### src/rtl/prog_ctr.sv
// prog_ctr: program counter / fetch sequencer.
// Runs one program from START_ADDR on a start pulse. Each active cycle the PC
// advances by one, or by the LUT's signed relative target on a taken branch.
// The program ends on a halt request or when the PC reaches HALT_ADDR.
// Optional feature macro: PROG_CTR_BR_CNT_EN adds a saturating taken-branch
// counter output (br_cnt). The default build, with the macro undefined, has
// no counter.
module prog_ctr #(
  parameter int             D          = 12,
  parameter logic [D-1:0]   START_ADDR = '0,
  parameter logic [D-1:0]   HALT_ADDR  = '1
) (
  input  logic         clk,
  input  logic         rst_n,
  input  logic         start,
  input  logic         stall,
  input  logic         branch,
  input  logic [D-1:0] target,
  input  logic         halt_req,
  output logic [D-1:0] pc,
  output logic         running,
`ifdef PROG_CTR_BR_CNT_EN
  output logic [15:0]  br_cnt,
`endif
  output logic         done
);

  typedef enum logic [1:0] {
    ST_IDLE = 2'd0,
    ST_RUN  = 2'd1,
    ST_HALT = 2'd2
  } state_t;

  state_t       r_state;
  logic [D-1:0] r_pc;
  logic         r_running;
  logic         r_done;

  logic [D-1:0] w_pc_next;
  logic         w_halt;

  // The HALT_ADDR check uses the registered PC.
  // That instruction therefore spends exactly one cycle in RUN.
  assign w_halt = (halt_req & ~stall) | (r_pc == HALT_ADDR);

  // Next PC for an unstalled RUN cycle.
  // A taken branch adds the two's-complement target, otherwise the PC steps
  // by one. Both cases wrap modulo 2^D.
  always_comb begin
    w_pc_next = r_pc;
    if (branch) begin
      w_pc_next = r_pc + target;
    end else begin
      w_pc_next = r_pc + {{(D-1){1'b0}}, 1'b1};
    end
  end

  // Sequencer FSM: state, PC and the registered status outputs.
  always_ff @(posedge clk or negedge rst_n) begin
    if (!rst_n) begin
      r_state   <= ST_IDLE;
      r_pc      <= START_ADDR;
      r_running <= 1'b0;
      r_done    <= 1'b0;
    end else begin
      case (r_state)
        ST_IDLE, ST_HALT: begin
          if (start) begin
            r_state   <= ST_RUN;
            r_pc      <= START_ADDR;
            r_running <= 1'b1;
            r_done    <= 1'b0;
          end
        end
        ST_RUN: begin
          if (w_halt) begin
            r_state   <= ST_HALT;
            r_running <= 1'b0;
            r_done    <= 1'b1;
          end else if (!stall) begin
            r_pc <= w_pc_next;
          end
        end
        default: begin
          r_state   <= ST_IDLE;
          r_pc      <= START_ADDR;
          r_running <= 1'b0;
          r_done    <= 1'b0;
        end
      endcase
    end
  end

`ifdef PROG_CTR_BR_CNT_EN
  logic [15:0] r_br_cnt;
  logic        w_br_taken;

  // A branch counts only on a cycle where it actually moves the PC.
  assign w_br_taken = (r_state == ST_RUN) & branch & ~stall & ~halt_req & ~w_halt;

  // Taken-branch counter.
  // It clears on a honoured start, saturates at all ones, and holds otherwise.
  always_ff @(posedge clk or negedge rst_n) begin
    if (!rst_n) begin
      r_br_cnt <= 16'h0000;
    end else if ((r_state != ST_RUN) && start) begin
      r_br_cnt <= 16'h0000;
    end else if (w_br_taken && (r_br_cnt != 16'hFFFF)) begin
      r_br_cnt <= r_br_cnt + 16'h0001;
    end
  end

  assign br_cnt = r_br_cnt;
`endif

  assign pc      = r_pc;
  assign running = r_running;
  assign done    = r_done;

endmodule

### config.mk
export PLATFORM = sky130hd
export DESIGN_NAME = prog_ctr
export DESIGN_NICKNAME = d
export VERILOG_FILES = /design/src/rtl/prog_ctr.sv
export SDC_FILE = /design/constraint.sdc
export NUM_CORES = 1
export LEC_CHECK = 0
export CAP_MARGIN = 0
export CORE_ASPECT_RATIO = 0.7
export CORE_MARGIN = 1.5
export CORE_UTILIZATION = 47
export DETAILED_ROUTE_END_ITERATION = 10
export GPL_TIMING_DRIVEN = 0
export PLACE_DENSITY = 0.79
export REMOVE_ABC_BUFFERS = 1
export SYNTH_ARGS = -nofsm -noshare
export SYNTH_HDL_FRONTEND = slang
export SYNTH_SLANG_ARGS = --single-unit
### constraint.sdc
create_clock -name clk -period 2.58 [get_ports clk]
set_input_delay 0.645 -clock clk [delete_from_list [all_inputs] [get_ports clk]]
set_output_delay 0.645 -clock clk [all_outputs]
set_load 0.03 [all_outputs]
==> reports/metrics.cfg <==
[run_status]
outcome=finished, final reports clean

[yosys]
ys_ff_latch=15
yosysWarningCount=0
synth_top_area_share_pct=33.4
netlist_instances=119
postSynthAreaPerCell_um2=9.43
synth_area_leaders=dfrtp_1 (33%), ha_1 (12%), a22o_1 (6.2%), and2_1 (5.6%), xnor2_1 (5.5%)
ys_types=29
ys_seq_area_share_pct=33.4
synth_largest_area_cell=dfrtp_1
netlist_area_um2=1120

[cells_and_area]
area_growth_syn_to_layout_pct=39.9
antenna_cells=0
finalNetCount=184
fin_cells=185
drive_gt1_share_pct=15.0

[clock_tree]
htreeDepth=1
cts_tree=done
ctsRootBufferMaster=clkbuf_4
numCtsBuffers=3
cts.hold.buffers_added=0
clock-sinks=15
clkSlewWorstSetupHoldPaths_ps=90
clockBufferDepth=2
clkLatencyLatePin_ps=280

[floorplan]
core-area_um2=2210
ios=32
die_h_um=43.9
start_util_pct=50.9
std_cell_rows=14
die_w_um=61.4
dieArea_um2=2690

[place]
dp_hpwl_mm=2.01
place_congestion=0.833
placedCellCount=179
pre_cts_slack_ps=-960
io_buffers=31

[timing]
setup_viol=0
max_freq_mhz=393
maxSlewHeadroom_pct=18.2
period_minus_slack_ps=2550
fin_ws_ps=35.0
rsz0062_at_grt=no
slew_viol_final=0
final_hold_viol_count=0
worst_pin_slew_ps=1230
period_share_pct=98.6
skew_ps=4.96

[drt]
dr.pass1.iters=4
via_count=1039
wl_per_cell_um=14.8
drc=0
first_iter_violations=34
ant_nets=0
viasPerCell=5.62
wirelength_mm=2.73

[power_and_ir_drop]
power.leakage_nw=0.695
power_density_nw_per_um2=773
ir_worst_vdd_uv=483

[setup_path]
crit_required_ps=2760
startpoint_type=input pin
crit_fanout=3
critical_path_class=input pin to register
crit_path_end_kind=register
cp.arrival_ps=2720

[global_route]
grt-ovfl-total=0
grt_max_degree=16
antenna_found_initial=0
grt_pass1_wl_mm=4.31
grt_pass1_vias=965
track_usage_pct=21.7

[worst_hold_path]
hold_path_class=register to register

[flow_run]
maxCapViolCount=0

-- cell usage after synthesis (all sizes together) --
| cell | number |
|---|---|
| dfrtp | 15 |
| a21oi | 14 |
| ha | 11 |
| nand2 | 11 |
| and2 | 10 |
| a22o | 8 |
| xnor2 | 7 |
| a21o | 6 |
| inv | 4 |
| nand4 | 4 |
| nand2b | 3 |
| nor3 | 3 |
| o21ai | 3 |
| o31ai | 3 |
| xor2 | 3 |
| clkbuf | 2 |
| o22ai | 2 |
| a211o | 1 |
| a221o | 1 |
| and3 | 1 |
| buf | 1 |
| fa | 1 |
| nor2 | 1 |
| nor2b | 1 |
| nor4 | 1 |
| o211ai | 1 |
| or2 | 1 |
-- metrics by stage --
step / setup TNS [ps] / hold WS [ps] / util (%) / cell area [um^2] / total power, mW
finish: 0 / 508 / 71.1 / 1570 / 1.21
global route: 0 / 554 / 71.1 / 1570 / 1.30
floorplan: -96.2 / 349 / - / 1110 / 0.794
CTS: 0 / 506 / 68.5 / 1510 / 1.19
detailed placement: -4560 / 485 / 66.2 / 1460 / 1.03
global placement: -3950 / 475 / 66.2 / 1460 / 1.01
-- worst max-delay path, cell delays in order --
cell             delay (ps)
clkdlybuf4s15_1         170
nand2b_4                140
ha_4                    160
fa_2                    360
a21o_1                  200
a21oi_2                 180
o211ai_2                130
a221o_1                 330
a21oi_2                 140
xnor2_1                  80
a22o_1                  190
-- placed cells by master, fill, tap and decap left out, drive strengths merged, types with 5 or more instances in the layout --
cell type,count
a21o,6
a21oi,14
a22o,8
and2,10
clkbuf,5
clkdlybuf4s50,28
dfrtp,15
ha,11
nand2,11
xnor2,7
-- power breakdown --
part           internal, mW  switching, mW  total [mW]
sequential            0.302         0.0864       0.389
clock                0.0600         0.0766       0.137
combinational         0.311          0.379       0.689
-- path summary, 6_finish.rpt --
check                      startpoint  endpoint  slack, ps  cells after the start
min reg2reg                      done      done        510                      2
min in group asynchronous       rst_n     pc[9]        790                      1
max                         target[0]    pc[10]         30                     11
min                              done      done        510                      2
max in group asynchronous       rst_n     pc[5]       1330                      1
max reg2reg                     pc[1]     pc[4]        230                      6
-- state kept, by name (all words and copies together), names as in the netlist --
register,flops
done,1
pc,12
r_state,1
running,1
-- kinds of logic after synthesis --
family	synth area share [%]
XOR/XNOR	7.80
adder cells (fa/ha/maj)	14.0
buffers and inverters	2.45
AND/OR/NAND/NOR	17.6
AO/OA/AOI/OAI	24.6
flip-flops	33.4
-- timing repair --
action	in CTS	in global routing
gates resized for setup	13	8
setup endpoints to repair	6	4
setup buffers	1	1
hold endpoints to repair	0	0
pin swaps	7	2
-- layer usage --
metal	share of wire [%]	track usage [%]	up-vias
met5	0	0	-
met4	0.40	4.26	0
met3	4.4	4.78	2
met2	48	35.7	32
met1	48	29.4	501
li1	-	-	504
-- final cells by class --
class / count / area (um^2)
fillers: 181 / 637
flip-flops and latches: 15 / 375
well taps: 32 / 40.0
clock buffers: 4 / 26.3
inverters: 4 / 15.0
multi-input cells: 97 / 792
repair buffers: 33 / 322
(Power assumes the default switching activity.)
